$ cat config.mk
export PLATFORM = sky130hd
export DESIGN_NAME = dmem_arbiter
export DESIGN_NICKNAME = d
export VERILOG_FILES = /design/src/rtl/dmem_arb_pkg.sv /design/src/rtl/arb_wait_ctr.sv /design/src/rtl/dmem_arbiter.sv
export SDC_FILE = /design/constraint.sdc
export NUM_CORES = 1
export LEC_CHECK = 0
export CAP_MARGIN = 20
export CORE_MARGIN = 1
export CORE_UTILIZATION = 31
export CTS_CLUSTER_SIZE = 10
export DETAILED_ROUTE_END_ITERATION = 8
export PLACE_DENSITY = 0.87
export SYNTH_ARGS = -nofsm -noshare
export SYNTH_HDL_FRONTEND = slang
export SYNTH_SLANG_ARGS = --single-unit
$ cat constraint.sdc
create_clock -name CLK -period 1.8 [get_ports CLK]
set_clock_uncertainty 0.2 [all_clocks]
set_input_delay 0.36 -clock CLK [delete_from_list [all_inputs] [get_ports CLK]]
set_output_delay 0.36 -clock CLK [all_outputs]
set_load 0.02 [all_outputs]
$ cat src/rtl/dmem_arb_pkg.sv
// Shared types and constants for the data-memory arbiter.
package dmem_arb_pkg;

  typedef enum logic {
    S_NORM  = 1'b0,
    S_BURST = 1'b1
  } arb_state_t;

  localparam logic [15:0] DEAD      = 16'hDEAD;
  localparam int          RANGE_BIT = 13;

endpackage

$ cat src/rtl/arb_wait_ctr.sv
// Saturating DMA wait counter; o_at_limit flags that DMA has waited MAXWAIT cycles.
module arb_wait_ctr #(
  parameter int MAXWAIT = 4
) (
  input  logic CLK,
  input  logic RST,
  input  logic i_clr,
  input  logic i_inc,
  output logic o_at_limit
);

  localparam int CW = (MAXWAIT < 1) ? 1 : $clog2(MAXWAIT + 1);

  logic [CW-1:0] r_cnt;

  always_ff @(posedge CLK) begin
    if (RST) begin
      r_cnt <= '0;
    end else if (i_clr) begin
      r_cnt <= '0;
    end else if (i_inc && (r_cnt != CW'(MAXWAIT))) begin
      r_cnt <= r_cnt + 1'b1;
    end
  end

  assign o_at_limit = (r_cnt == CW'(MAXWAIT));

endmodule

$ cat src/rtl/dmem_arbiter.sv
// CPU/DMA arbiter for a single-port synchronous data memory with DMA burst lock.
// Define DMEM_ARB_STARVE_EN to add the forced DMA grant after MAXWAIT denied cycles.
module dmem_arbiter
  import dmem_arb_pkg::*;
#(
  parameter int DBITS   = 16,
  parameter int ABITS   = 12,
  parameter int MAXWAIT = 4
) (
  input  logic             CLK,
  input  logic             RST,
  input  logic             cpu_req,
  input  logic             cpu_we,
  input  logic [DBITS-1:0] cpu_addr,
  input  logic [DBITS-1:0] cpu_din,
  output logic             cpu_gnt,
  output logic             cpu_rvalid,
  output logic [DBITS-1:0] cpu_dout,
  input  logic             dma_req,
  input  logic             dma_we,
  input  logic             dma_lock,
  input  logic [DBITS-1:0] dma_addr,
  input  logic [DBITS-1:0] dma_din,
  output logic             dma_gnt,
  output logic             dma_rvalid,
  output logic [DBITS-1:0] dma_dout,
  output logic [ABITS-1:0] mem_addr,
  output logic [DBITS-1:0] mem_din,
  output logic             mem_we,
  input  logic [DBITS-1:0] mem_dout
);

  arb_state_t       r_state;
  arb_state_t       w_state_nxt;
  logic             w_force;
  logic             w_cpu_gnt;
  logic             w_dma_gnt;
  logic [DBITS-1:0] w_addr;
  logic             w_we;
  logic             w_oor;
  logic             w_addr_unused;
  logic [DBITS-1:0] w_rdata;
  logic             r_cpu_pend;
  logic             r_dma_pend;
  logic             r_rd_oor;
  logic [DBITS-1:0] r_cpu_dout;
  logic [DBITS-1:0] r_dma_dout;

`ifdef DMEM_ARB_STARVE_EN
  logic w_wait_clr;
  logic w_wait_inc;

  assign w_wait_clr = w_dma_gnt;
  assign w_wait_inc = dma_req & ~w_dma_gnt;

  arb_wait_ctr #(.MAXWAIT(MAXWAIT)) u_wait_ctr (
    .CLK        (CLK),
    .RST        (RST),
    .i_clr      (w_wait_clr),
    .i_inc      (w_wait_inc),
    .o_at_limit (w_force)
  );
`else
  assign w_force = 1'b0;
`endif

  always_ff @(posedge CLK) begin
    if (RST) r_state <= S_NORM;
    else     r_state <= w_state_nxt;
  end

  always_comb begin
    w_state_nxt = S_NORM;
    if (w_dma_gnt && dma_lock) w_state_nxt = S_BURST;
  end

  // A burst that loses dma_req or dma_lock falls back to normal arbitration in the same cycle.
  always_comb begin
    w_cpu_gnt = 1'b0;
    w_dma_gnt = 1'b0;
    if (!RST) begin
      if (r_state == S_BURST && dma_req && dma_lock) w_dma_gnt = 1'b1;
      else if (dma_req && (w_force || !cpu_req))    w_dma_gnt = 1'b1;
      else if (cpu_req)                              w_cpu_gnt = 1'b1;
    end
  end

  assign cpu_gnt = w_cpu_gnt;
  assign dma_gnt = w_dma_gnt;

  always_comb begin
    w_addr  = w_dma_gnt ? dma_addr : cpu_addr;
    mem_din = w_dma_gnt ? dma_din  : cpu_din;
    w_we    = w_dma_gnt ? dma_we   : (w_cpu_gnt & cpu_we);
  end

  assign w_oor         = |w_addr[DBITS-1:RANGE_BIT];
  assign w_addr_unused = w_addr[0];
  assign mem_addr      = w_addr[ABITS:1];
  assign mem_we        = (w_cpu_gnt | w_dma_gnt) & w_we & ~w_oor;

  always_ff @(posedge CLK) begin
    if (RST) begin
      r_cpu_pend <= 1'b0;
      r_dma_pend <= 1'b0;
      r_rd_oor   <= 1'b0;
      r_cpu_dout <= '0;
      r_dma_dout <= '0;
    end else begin
      r_cpu_pend <= w_cpu_gnt & ~cpu_we;
      r_dma_pend <= w_dma_gnt & ~dma_we;
      r_rd_oor   <= w_oor;
      if (cpu_rvalid) r_cpu_dout <= w_rdata;
      if (dma_rvalid) r_dma_dout <= w_rdata;
    end
  end

  // Read data returns straight from memory in the cycle after grant; gating with RST
  // keeps a read issued just before reset from completing.
  assign w_rdata    = r_rd_oor ? DBITS'(DEAD) : mem_dout;
  assign cpu_rvalid = r_cpu_pend & ~RST;
  assign dma_rvalid = r_dma_pend & ~RST;
  assign cpu_dout   = cpu_rvalid ? w_rdata : r_cpu_dout;
  assign dma_dout   = dma_rvalid ? w_rdata : r_dma_dout;

endmodule

== Word-level counts from Yosys, hierarchy flattened ==
Cells that the tools add are included.

* Register bits: 36
* Input bits: 87
* Output and inout port bits: 65
* Logic and storage cells: 38

* Mux-type cells: 14
* Bitwise gates (word level): 12
* Reduce and logical (&&, ||, !) cells: 6

{| class="wikitable"
|+ Operators by type and width
! cell !! count
|-
| two-way mux 16 bit || 5
|-
| two-way mux 1 bit || 9
|-
| bitwise AND 1 bit || 7
|-
| logical AND 1 bit || 4
|-
| NOT 1 bit || 4
|-
| OR reduction 3 bit || 1
|-
| logical NOT 1 bit || 1
|-
| OR 1 bit || 1
|}

== Logic depth before layout (Yosys ltp) ==
* Depth in word-level cells: 9
* Depth in mapped cells: 5
* Depth with buffers taken out: 3

== Worst setup path after synthesis ==
OpenSTA, ideal clock, no wires.

* Path type: input to output
* Start point: in RST
* End point: out mem_din[10]
* Arrival: 1.383 ns
* Data required time: 1.240 ns
* Path slack: -0.143 ns
* Stages on the path: 5
* Path buffers: 2
* Path through: buf_6 -> nand2b_4 -> a21oi_4 -> buf_6 -> mux2_2

* Cells in the longest elaborated chain, start to end: 2

{| class="wikitable"
|+ RTL lines
! item !! line !! RTL
|-
| from (decl) || dmem_arbiter.sv:11 || <nowiki>input logic RST,</nowiki>
|-
| two-way mux 1 bit || dmem_arbiter.sv:81 || <nowiki>if (!RST) begin</nowiki>
|-
| via dma_gnt || dmem_arbiter.sv:24 || <nowiki>output logic dma_gnt,</nowiki>
|-
| two-way mux 16 bit || dmem_arbiter.sv:93 || <nowiki>mem_din = w_dma_gnt ? dma_din : cpu_din;</nowiki>
|-
| to (decl) || dmem_arbiter.sv:28 || <nowiki>output logic [DBITS-1:0] mem_din,</nowiki>
|}

The timed path passes the listed nets, and every way through them passes these cells.

== Final worst setup path ==
* Start point: reg r_state
* End point: out mem_din[5]

* Cells in the longest elaborated chain, start to end: 5

{| class="wikitable"
|+ RTL lines
! item !! line !! RTL
|-
| from (decl) || dmem_arbiter.sv:33 || <nowiki>arb_state_t r_state;</nowiki>
|-
| from (signal assigned) || dmem_arbiter.sv:69 || <nowiki>else r_state <= w_state_nxt;</nowiki>
|-
| logical AND 1 bit (2 in a row) || dmem_arbiter.sv:82 || <nowiki>if (r_state == S_BURST && dma_req && dma_lock) w_dma_gnt = 1'b1;</nowiki>
|-
| two-way mux 1 bit || dmem_arbiter.sv:82 ||
|-
| two-way mux 1 bit || dmem_arbiter.sv:81 ||
|-
| two-way mux 16 bit || dmem_arbiter.sv:93 ||
|}

Every way passes these cells.

==> results by group <==
Run status
  • Outcome: finished with violations
  • Failing checks: setup timing

CTS
  • Clock tree from TritonCTS: yes
  • Hold-fix buffers at CTS: 0
  • Clock-pin slew on the worst setup and hold paths: 0.07 ns
  • Insertion delay to the later sink of the worst-skew pair: 0.29 ns
  • CTS sink cnt: 36
  • H-tree Lvls: 2
  • Clk buf depth: 2
  • Clock buffer count from CTS: 5
  • Master cell of the clock root buffer: clkbuf_8

Setup path
  • Crit path DAT: 1.58 ns
  • Startpoint of the most critical setup path: r_state
  • Reg-to-Reg Start: r_state
  • Setup crit end: mem_din[5]
  • R2r worst-path depth: 6
  • Worst Path Class, Setup: flip-flop to output pin
  • WP data required: 1.24 ns
  • Setup slack, reg-to-reg: 0.23 ns
  • Kind of start point of the critical path: flip-flop
  • End of the worst register-to-register path: r_rd_oor
  • Maximum fanout count along the critical path: 6
  • Capturing element type of the critical path: output pin

Placed design
  • Post-place instance area: 3870 um2
  • Instance count after placement with tap cells included: 488
  • Detailed-placement wirelength estimate: 5374 um
  • Port buffer count: 149
  • Final Wtd Congestion: 0.7352
  • Post-placement setup slack: -1.049 ns

Synth
  • Sequential share of the synthesized area: 35.10%
  • Synthesized netlist net count: 342
  • Average instance area after synthesis: 8.052 um2
  • Dominant combinational cell family by area after synthesis: multiplexers
  • Post-synth design cell area: 2053 um2
  • Synth unique cells: 22
  • Gate count after technology mapping: 255
  • Xor and xnor fraction of the mapped netlist area: 0%
  • Adder-cell area share of the yosys netlist: 0%
  • Synth warn: 0
  • Area share of and/or/nand/nor cells after synthesis: 20.72%
  • Share of the synthesized area in compound gates (AO/OA/AOI/OAI): 17.12%
  • Flop and latch count out of synthesis: 36
  • Proportion of synthesized area in mux cells: 20.78%

Finish
  • Layout cell share with drive strength beyond 1: 53.66%
  • Fin nets: 537
  • Share of the core filled with cells in the final layout: 77.94%
  • Area grow syn2layout: 142.4%
  • Register cell area after layout: 728.2 um2
  • Area occupied by multi-input gates: 1732 um2
  • Final std cells w/o fill: 528
  • Count of filler cells inserted in the layout: 354
  • Layout Cell Area excl Fill: 4977 um2
  • Number of antenna cells inserted: 0

Global routing
  • Total global routing track utilization: 26.16%
  • GRT Residual Overflow: 0
  • Number of antenna violations at the first check in global routing: 0
  • Global-route wire length before repair: 14350 um
  • Number of global-route vias before repair: 2711
  • Pin count of the biggest net entering global routing: 28

Power
  • Largest vdd supply drop: 0.4273 mV
  • Power density relative to cell area: 507.7 nW/um2
  • Pleak: 2.137 nW

Floorplanning
  • DIE WIDTH: 83.39 um
  • Die area: 6953 um2
  • CORE AREA: 6386 um2
  • Effective utilization at floorplan: 32.15%
  • Site Rows: 29
  • Die height: 83.39 um
  • Number of placed I/O pins: 152

Routing
  • Number of remaining DRC errors: 0
  • Vias per cell: 5.352
  • Final wirelength: 10470 um
  • Remaining antenna violation count after routing: 0
  • Number of iterations in the first detailed-routing pass: 5
  • Total via count after detailed routing: 2826
  • Initial DRC count: 168
  • Final routed wire length divided by cell count: 19.82 um

Timing
  • RSZ-0062 raised after global routing: yes
  • Final Critical Period: 2.143 ns
  • Number of pins exceeding their max-slew limit in the final report: 0
  • Headroom to the max-slew limit: 77.43%
  • Accumulated negative setup slack: -11.48 ns
  • Final worst slack: -0.3435 ns
  • Final worst-path cycle share: 119.1%
  • Final count of hold timing violations: 0
  • Highest achievable clock rate: 466.5 MHz
  • Worst-margin pin slew: 0.3386 ns
  • Finish-stage setup viols: 55

Run
  • Max-cap viol count: 0

Min path
  • Worst hold-check path type: input pin to flip-flop
==> through the flow <==
| stage | hold WS (ns) | total power [mW] |
|---|---|---|
| floorplan | 0.2324 | 1.207 |
| global placement | 0.2722 | 1.625 |
| detailed placement | 0.2769 | 1.638 |
| CTS | 0.2870 | 2.381 |
| global route | 0.2283 | 2.611 |
| finish | 0.2288 | 2.527 |
==> kinds of logic after synthesis <==
family | after synthesis
DFF | 36
buffers and inverters | 25
AOI/OAI and AO/OA | 56
muxes | 39
and+or+nand+nor | 99
==> sequential cells by signal, summed over array words and instances (netlist names) <==
register and cells:
r_cpu_pend 1, r_dma_dout 16, r_state 1, r_dma_pend 1, r_cpu_dout 16, r_rd_oor 1
==> placed cells by master (no fill, tap or decap), types with 3 or more instances in the layout <==
master           netlist  routed
nand2_1               34      16
nand2b_4               1       8
dlygate4sd2_1          0       3
clkbuf_8               0       6
nor2_1                46      34
dfxtp_2                0       3
dlymetal6s2s_1         0       7
nand2_4                0       7
clkdlybuf4s50_1        0      71
o21ai_4                0       9
o21ai_2                0      21
nand2_2                0      11
mux2i_1               10      10
buf_12                 0       6
nor2b_1                5       5
mux2_4                 0      28
buf_4                  0      27
buf_6                  4      84
buf_16                 0       6
a211oi_1              22      22
nor2_4                 0      12
dfxtp_1               36      32
==> cells in the mapped netlist <==
library cell / n / area, um2
nand3_1: 1 / 5.000
buf_6: 4 / 45.04
and2_1: 2 / 12.51
nand2b_1: 7 / 43.79
a211oi_1: 22 / 165.2
nor2b_1: 5 / 31.28
dfxtp_1: 36 / 720.7
nor3_1: 1 / 5.000
a2bb2o_1: 1 / 10.01
mux2_1: 1 / 11.26
a21oi_4: 1 / 16.27
mux2_2: 28 / 315.3
or3_1: 1 / 6.260
o21ai_0: 32 / 160.2
buf_2: 4 / 20.02
clkbuf_1: 13 / 48.80
mux2i_1: 10 / 100.1
nor2_1: 46 / 172.7
nand2b_4: 1 / 13.76
nand2_1: 34 / 127.6
nand3b_1: 1 / 7.510
inv_1: 4 / 15.01
==> critical path, cell delays in order (launching register included) <==
cell and delay [ns]:
dfxtp_2 0.34, nand2_2 0.06, a21oi_4 0.15, buf_6 0.16, buf_12 0.13, mux2_4 0.31
buf_6 0.13
==> report_power, final <==
part           switching [mW]  internal [mW]  total [mW]  leakage (nW)
Sequential             0.0331          0.828       0.861         0.295
Combinational           0.445          0.599        1.04          1.80
Clock                   0.312          0.310       0.621        0.0434
Total                   0.790           1.74        2.53          2.14
==> final cells by class <==
| type | count | area share, % |
|---|---|---|
| Timing Repair Buffer | 209 | 46.38 |
| Clock buffer | 6 | 1.659 |
| Tap cell | 77 | 1.936 |
| Clock inverter | 2 | 0.3017 |
| Inverter | 4 | 0.3017 |
| Sequential cell | 36 | 14.63 |
| Multi-Input combinational cell | 194 | 34.79 |
==> what timing repair did <==
item,4_1_cts,5_1_grt
setup endpoints to repair,65,65
setup buffers,17,14
hold endpoints to repair,0,0
resized for setup,479,105
gates cloned,7,0
pin swaps,17,31
==> worst min-delay path by stage <==
stage / startpoint / to / slack, ns / cells past startpoint
after CTS: r_dma_dout[10] / r_dma_dout[10] / 0.29 / 2
after detailed placement: r_dma_dout[10] / r_dma_dout[10] / 0.28 / 2
after global placement: r_cpu_dout[15] / r_cpu_dout[15] / 0.27 / 2
after global routing: dma_lock / r_state / 0.23 / 3
final: dma_lock / r_state / 0.23 / 3
after floorplan: cpu_we / r_cpu_pend / 0.23 / 1
==> per-layer routing <==
| layer | routed length, um | up-vias | track usage (%) |
|---|---|---|---|
| li1 | - | 1272 | - |
| met1 | 4013 | 1356 | 30.54 |
| met2 | 5393 | 158 | 45.98 |
| met3 | 651 | 40 | 6.064 |
| met4 | 409 | 0 | 10.34 |
| met5 | 0 | - | 0 |
Power figures use the tool's default switching activity.
